==> src/rtl/mem_arbiter_rr.sv <==
// Round-robin arbiter between NUM_PORTS cache-line requesters and one
// cacheline_adaptor-style memory port. The winning port's address and write
// line are captured at grant; both sides are driven from registers.
module mem_arbiter_rr #(
    parameter int unsigned NUM_PORTS  = 2,
    parameter int unsigned LINE_WIDTH = 256,
    parameter int unsigned ADDR_WIDTH = 32,
    parameter int unsigned IDX_W      = $clog2(NUM_PORTS)
) (
    input  logic                             clk,
    input  logic                             reset_n,
    input  logic [NUM_PORTS-1:0]             req_read,
    input  logic [NUM_PORTS-1:0]             req_write,
    input  logic [NUM_PORTS*ADDR_WIDTH-1:0]  req_address,
    input  logic [NUM_PORTS*LINE_WIDTH-1:0]  req_wdata,
    output logic [LINE_WIDTH-1:0]            req_rdata,
    output logic [NUM_PORTS-1:0]             req_resp,
    output logic                             mem_read,
    output logic                             mem_write,
    output logic [ADDR_WIDTH-1:0]            mem_address,
    output logic [LINE_WIDTH-1:0]            mem_wdata,
    input  logic [LINE_WIDTH-1:0]            mem_rdata,
    input  logic                             mem_resp,
    output logic                             busy
);

    typedef enum logic [1:0] {
        S_IDLE = 2'd0,
        S_BUSY = 2'd1,
        S_DONE = 2'd2
    } state_t;

    state_t                 state_q, state_d;
    logic [IDX_W-1:0]       last_grant_q, last_grant_d;
    logic                   mem_read_q, mem_read_d;
    logic                   mem_write_q, mem_write_d;
    logic [ADDR_WIDTH-1:0]  mem_address_q, mem_address_d;
    logic [LINE_WIDTH-1:0]  mem_wdata_q, mem_wdata_d;
    logic [LINE_WIDTH-1:0]  req_rdata_q, req_rdata_d;
    logic [NUM_PORTS-1:0]   req_resp_q, req_resp_d;

    logic [NUM_PORTS-1:0]   req_any;
    logic [ADDR_WIDTH-1:0]  addr_arr  [NUM_PORTS];
    logic [LINE_WIDTH-1:0]  wdata_arr [NUM_PORTS];
    logic                   grant_found;
    logic [IDX_W-1:0]       grant_idx;

    assign req_any = req_read | req_write;

    // Split the flat per-port buses into arrays indexed by port number
    for (genvar gp = 0; gp < NUM_PORTS; gp++) begin : g_unpack
        assign addr_arr[gp]  = req_address[gp*ADDR_WIDTH +: ADDR_WIDTH];
        assign wdata_arr[gp] = req_wdata[gp*LINE_WIDTH +: LINE_WIDTH];
    end

    // Rotating-priority search starting just after the last granted port.
    // Candidates are reduced modulo NUM_PORTS, so index codes >= NUM_PORTS
    // (non-power-of-two port counts) can never be selected.
    always_comb begin
        int unsigned cand;
        cand        = 0;
        grant_found = 1'b0;
        grant_idx   = '0;
        for (int unsigned i = 0; i < NUM_PORTS; i++) begin
            cand = 32'(last_grant_q) + 32'd1 + i;
            if (cand >= NUM_PORTS) begin
                cand = cand - NUM_PORTS;
            end
            if (!grant_found && req_any[IDX_W'(cand)]) begin
                grant_found = 1'b1;
                grant_idx   = IDX_W'(cand);
            end
        end
    end

    // Next-state and datapath capture for the IDLE/BUSY/DONE handshake
    always_comb begin
        state_d       = state_q;
        last_grant_d  = last_grant_q;
        mem_read_d    = mem_read_q;
        mem_write_d   = mem_write_q;
        mem_address_d = mem_address_q;
        mem_wdata_d   = mem_wdata_q;
        req_rdata_d   = req_rdata_q;
        req_resp_d    = '0;
        case (state_q)
            S_IDLE: begin
                if (grant_found) begin
                    // Write takes precedence when a port raises both strobes
                    last_grant_d  = grant_idx;
                    mem_address_d = addr_arr[grant_idx];
                    mem_write_d   = req_write[grant_idx];
                    mem_read_d    = ~req_write[grant_idx];
                    if (req_write[grant_idx]) begin
                        mem_wdata_d = wdata_arr[grant_idx];
                    end
                    state_d = S_BUSY;
                end else begin
                    mem_read_d    = 1'b0;
                    mem_write_d   = 1'b0;
                    mem_address_d = '0;
                    mem_wdata_d   = '0;
                end
            end
            S_BUSY: begin
                if (mem_resp) begin
                    mem_read_d               = 1'b0;
                    mem_write_d              = 1'b0;
                    req_resp_d[last_grant_q] = 1'b1;
                    if (mem_read_q) begin
                        req_rdata_d = mem_rdata;
                    end
                    state_d = S_DONE;
                end
            end
            S_DONE: begin
                // One dead cycle lets the served port drop its request
                state_d = S_IDLE;
            end
            default: begin
                state_d = S_IDLE;
            end
        endcase
    end

    // State and output registers; reset clears the memory strobes at once
    always_ff @(posedge clk or negedge reset_n) begin
        if (!reset_n) begin
            state_q       <= S_IDLE;
            last_grant_q  <= IDX_W'(NUM_PORTS - 1);
            mem_read_q    <= 1'b0;
            mem_write_q   <= 1'b0;
            mem_address_q <= '0;
            mem_wdata_q   <= '0;
            req_rdata_q   <= '0;
            req_resp_q    <= '0;
        end else begin
            state_q       <= state_d;
            last_grant_q  <= last_grant_d;
            mem_read_q    <= mem_read_d;
            mem_write_q   <= mem_write_d;
            mem_address_q <= mem_address_d;
            mem_wdata_q   <= mem_wdata_d;
            req_rdata_q   <= req_rdata_d;
            req_resp_q    <= req_resp_d;
        end
    end

    assign req_rdata   = req_rdata_q;
    assign req_resp    = req_resp_q;
    assign mem_read    = mem_read_q;
    assign mem_write   = mem_write_q;
    assign mem_address = mem_address_q;
    assign mem_wdata   = mem_wdata_q;
    assign busy        = (state_q == S_BUSY) || (state_q == S_DONE);

endmodule
==> config.mk <==
export PLATFORM = sky130hd
export DESIGN_NAME = mem_arbiter_rr
export DESIGN_NICKNAME = d
export VERILOG_FILES = /design/src/rtl/mem_arbiter_rr.sv
export SDC_FILE = /design/constraint.sdc
export NUM_CORES = 1
export LEC_CHECK = 0
export ABC_AREA = 1
export ABC_CLOCK_PERIOD_IN_PS = 2300
export CAP_MARGIN = 25
export CORE_AREA = 5 5 536 538
export DETAILED_ROUTE_END_ITERATION = 10
export DIE_AREA = 0 0 541 543
export PLACE_DENSITY_LB_ADDON = 0.08
export SLEW_MARGIN = 10
export SYNTH_ARGS = -nofsm -noshare
export SYNTH_HDL_FRONTEND = slang
export SYNTH_SLANG_ARGS = --single-unit
==> constraint.sdc <==
create_clock -name clk -period 2.3 [get_ports clk]
set_input_delay 0.345 -clock clk [delete_from_list [all_inputs] [get_ports clk]]
set_output_delay 0.345 -clock clk [all_outputs]
set_load 0.05 [all_outputs]
Word-level counts from Yosys, hierarchy flattened

Index checks and enable logic that the tools add are counted.

Add/subtract/negate cells: 4
$lt $le $gt $ge: 8
Equal/unequal tests: 5
Mux-type cells: 33
Bitwise operators: 3
Reduce and logical (&&, ||, !) cells: 11

Operators with widths:

| cell                  | count |
|---|---|
| $mux W256             | 5 |
| $mux W32              | 4 |
| $mux W1               | 16 |
| $lt A1 B2 Y1 const B  | 4 |
| $mux W2               | 4 |
| $reduce_and A2 Y1     | 4 |
| $ge A2 B2 Y1 const B  | 2 |
| $ne A2 B2 Y1 const B  | 2 |
| $pmux W1 S2           | 2 |
| $pmux W2 S2           | 1 |
| $add A2 B1 Y3 const B | 1 |
| $ge A3 B2 Y1 const B  | 1 |
| $reduce_and A3 Y1     | 1 |
| $add A1 B1 Y2 const B | 1 |
| $eq A2 B1 Y1 const B  | 1 |
| $eq A2 B2 Y1 const B  | 1 |
| $logic_and A1 B1 Y1   | 2 |
| $logic_not A2 Y1      | 1 |
| $ne A2 B1 Y1 const B  | 1 |
| $not A1 Y2            | 1 |
| $or A2 B2 Y2          | 1 |
| $reduce_bool A2 Y1    | 1 |
| $sub A1 B1 Y1 const B | 2 |
| $demux W1 S1          | 1 |
| 4 further kinds       | 4 |

Bits in registers: 551
Input bits: 839
Output and inout port bits: 549
Word-level logic and storage cells: 72

Logic depth before layout (Yosys ltp)

Depth in word-level cells: 15
Depth in mapped cells: 11
Gate-level depth less buffers: 8

Least setup slack after synthesis

Ideal clock, no wire load.

Path type: register to register
Start: register mem_read_q, in the netlist mem_read
End: register req_rdata_q[215], in the netlist req_rdata[215]
Library setup time: 125 ps
Arrival time: 1,673 ps
Data required time: 2,175 ps
Setup slack: 503 ps
Stages on the path, launching flop included: 5
Path buffers: 2
Period minus slack after synthesis: 1,797 ps
Cell sequence: dfrtp_1 -> nand3_1 -> clkbuf_1 -> buf_2 -> mux2_2

Word-level cells in the longest chain between the ends: 1

RTL lines:

| item                               | line | RTL |
|---|---|---|
| from (decl)                        | 35   | `logic mem_read_q, mem_read_d;` |
| from (signal assigned)             | 140  | `mem_read_q <= mem_read_d;` |
| $reduce_and A3 Y1 (no source line) | --   |  |
| to (signal assigned)               | 144  | `req_rdata_q <= req_rdata_d;` |
| to (decl)                          | 39   | `logic [LINE_WIDTH-1:0] req_rdata_q, req_rdata_d;` |

Every way passes these cells.
A chain may end at the register's enable or synchronous reset.

Final worst setup path

Start: register mem_wdata_q[250], in the netlist mem_wdata[250]
End: output port mem_wdata[250]

RTL lines:

| item                   | line | RTL |
|---|---|---|
| from (decl)            | 38   | `logic [LINE_WIDTH-1:0] mem_wdata_q, mem_wdata_d;` |
| from (signal assigned) | 143  | `mem_wdata_q <= mem_wdata_d;` |
| to (decl)              | 21   | `output logic [LINE_WIDTH-1:0] mem_wdata,` |

No word-level cell between the ends.

==> results.py <==
metrics = {
    "logic_synthesis": {
        "synth_area_leader_cell": "dfrtp_1",
        "ys_types": 21,
        "synth_fp_nets": 4361,
        "synth_edf_count": 0,
        "netlist.area_leader.share_pct": 49.5,
        "seq_area_frac_synth_pct": 49.6,
        "ys.flop_type": "dfrtp_1",
        "syn_area_sq_um": 27800,
        "yosysWarnings": 0,
        "ys_seq_elements": 551,
        "netlist_instances": 3518,
        "syn_avg_cell_area_sq_um": 7.90,
        "synth_commonest_cells": "nand2_1 (1323), dfrtp_1 (550), inv_1 (519), nand3_1 (515), mux2_2 (256)",
        "synth.most_common_cell": "nand2_1",
        "async_flop_share_pct": 100,
        "ys_top_cells_by_area": "dfrtp_1 (50%), nand2_1 (18%), mux2_2 (10%)",
    },
    "detailed_routing": {
        "drc": 0,
        "dr.pass1.iters": 5,
        "wire_per_inst_um": 23.6,
        "drtIter0Drc": 1184,
        "via_count": 29000,
        "drt-vias-per-instance": 3.28,
        "wl_mm": 208,
        "final_antenna_net_count": 0,
    },
    "power": {
        "irDropWorstVdd_mv": 0.550,
        "p_per_area_nw_per_um2": 1510,
        "power_leakage_nw": 25.6,
        "finalPower_mw": 75.7,
    },
    "clock_network": {
        "numClockSinks": 551,
        "worst_skew_pair.late_latency_ns": 0.77,
        "cts_setup_buffers": 0,
        "clkSlewWorstSetupHoldPaths_ns": 0.06,
        "cts_buffer_depth": 4,
        "cts_tree": "done",
        "root_buffer": "clkbuf_16",
        "htreeDepth": 3,
        "cts_made_buffers": 90,
    },
    "timing": {
        "finClkSkew_ns": 0.0623,
        "finalSetupTns_ns": 0,
        "worst_slew_margin_rel_pct": 42.1,
        "hold_viol_final": 0,
        "timing.final.ws_setup_ns": 0.131,
        "slew_viol_final": 0,
        "finalSetupViolCount": 0,
        "layout_worst_path_cycle_share_pct": 94.3,
        "rsz0062_at_grt": "no",
        "fmax_mhz": 461,
        "tightest_slew_ns": 0.869,
        "fin_crit_ns": 2.17,
    },
    "layout": {
        "nFillCells": 31900,
        "fin_nets": 5856,
        "area_growth_pct": 80.9,
        "multiInputGateArea_sq_um": 11100,
        "ff_latch_area_sq_um": 13800,
        "drive_above_1_share_pct": 15.2,
    },
    "outcome": {
        "status": "finished, final reports clean",
    },
    "global_routing": {
        "grt_antenna_before_repair": 77,
        "grt_pass1_vias": 31400,
        "grt.total_usage_pct": 13.7,
        "overflow": 0,
        "grt_pass1_wl_mm": 280,
        "grt_start_max_net_pins": 80,
    },
    "floorplanning": {
        "die_h_um": 543,
        "start_util_pct": 9.87,
        "rows": 195,
        "io_pins": 1388,
        "coreArea_sq_um": 282000,
        "die_area_sq_um": 294000,
        "die_w_um": 541,
    },
    "setup_path": {
        "crit_buf_inv": 1,
        "path_delay_family": "buffers and inverters",
        "worst_setup_path_end_kind": "output pin",
        "required_ns": 1.96,
        "worstPathMaxFanout": 2,
        "worstSetupStartpointType": "flip-flop",
        "cpPeakStageDelay_ns": 0.67,
        "criticalPathCategory": "flip-flop to output pin",
        "cp_slowest_cell": "dlygate4sd2_1",
        "crit_path_cell_trace": "dlygate4sd2_1",
        "worst_ep_arrival_time_ns": 1.82,
    },
    "placed_design": {
        "place_ws_ns": -0.466,
        "io_buffers": 1387,
        "dpl.hpwl_mm": 171,
        "gp_congestion": 0.788,
    },
    "worst_hold_path": {
        "hold_path.class": "input port to flip-flop",
    },
    "flow_run": {
        "maxCapViolCount": 0,
    },
}
[per-stage QoR]
step | instances | hold slack (ns) | area (sq um) | util [%]
6_report | 8837 | 0.156 | 50300 | 17.9
4_1_cts | 8814 | 0.0324 | 50200 | 17.8
3_3_place_gp | 8663 | 0.454 | 47900 | 17.0
3_5_place_dp | 8663 | 0.458 | 47900 | 17.0
5_1_grt | 8820 | 0.0863 | 50200 | 17.8
2_1_floorplan | 3518 | 0.0494 | 27800 | -
[cell type report]
type,instances,share of cell area [%]
timing repair buffer,1641,31.6
sequential,551,27.4
multi-input combinational,2208,22.0
tap,3743,9.32
clock buffer,131,5.10
inverter,521,3.92
clock inverter,19,0.503
antenna,23,0.114
[cells by family (layout without fill, tap and decap cells)]
family                   Yosys count  count (layout)  synth area share (%)
AND/OR/NAND/NOR                 1878            1878                  27.7
buffers and inverters            759            2312                  10.8
flip-flops                       551             551                  49.6
multiplexers                     256             256                  10.4
AO/OA/AOI/OAI                     70              70                  1.29
adder cells (fa/ha/maj)            4               4                 0.180
other                              0              23                     0
[final timing paths]
| kind | startpoint | end | slack [ns] | cells after the start |
|---|---|---|---|---|
| worst max-delay path | mem_wdata[250] | mem_wdata[250] | 0.13 | 1 |
| worst min-delay path | mem_rdata[46] | req_rdata[46] | 0.16 | 2 |
| worst max register to register | last_grant_q | mem_wdata[86] | 0.23 | 10 |
| worst min register to register | mem_wdata[224] | mem_wdata[224] | 0.46 | 2 |
| max in group asynchronous | reset_n | mem_wdata[26] | 1.11 | 3 |
| min in group asynchronous | reset_n | req_rdata[35] | 0.25 | 2 |
[cells in the final DEF (no fill, tap or decap), drive strengths merged, types with 13 or more instances in the layout]
master            n
buf             376
diode            23
clkbuf          131
clkinv           13
nand2          1323
clkdlybuf4s50   837
o21ai            65
dlygate4sd2     424
dfrtp           550
mux2            256
nand3           516
nor2             38
inv             522
[per-layer routing]
| layer | global-route usage [%] | vias to the layer above | share of wire (%) |
|---|---|---|---|
| met5 | 0 | - | 0.27 |
| met4 | 2.69 | 84 | 1.8 |
| met3 | 5.92 | 253 | 9.5 |
| met2 | 24.8 | 1066 | 51 |
| met1 | 14.7 | 13700 | 38 |
| li1 | - | 13900 | - |
[registers in the layout, summed over array words and instances, names as in the netlist]
register / count
state_q: 2
mem_address: 32
mem_read: 1
mem_wdata: 256
req_resp: 2
last_grant_q: 1
mem_write: 1
req_rdata: 256
[report_power, final]
group	internal (mW)	switching (mW)	total, mW
clock network	8.13	5.56	13.7
registers	14.5	2.65	17.2
logic	12.5	32.3	44.8
[what timing repair did]
item	in CTS	in global routing
hold buffers	1	0
endpoints found under the setup margin	427	0
endpoints found under the hold margin	19	0
resized for setup	431	0
Note: power is estimated with default switching activity, not from simulation.
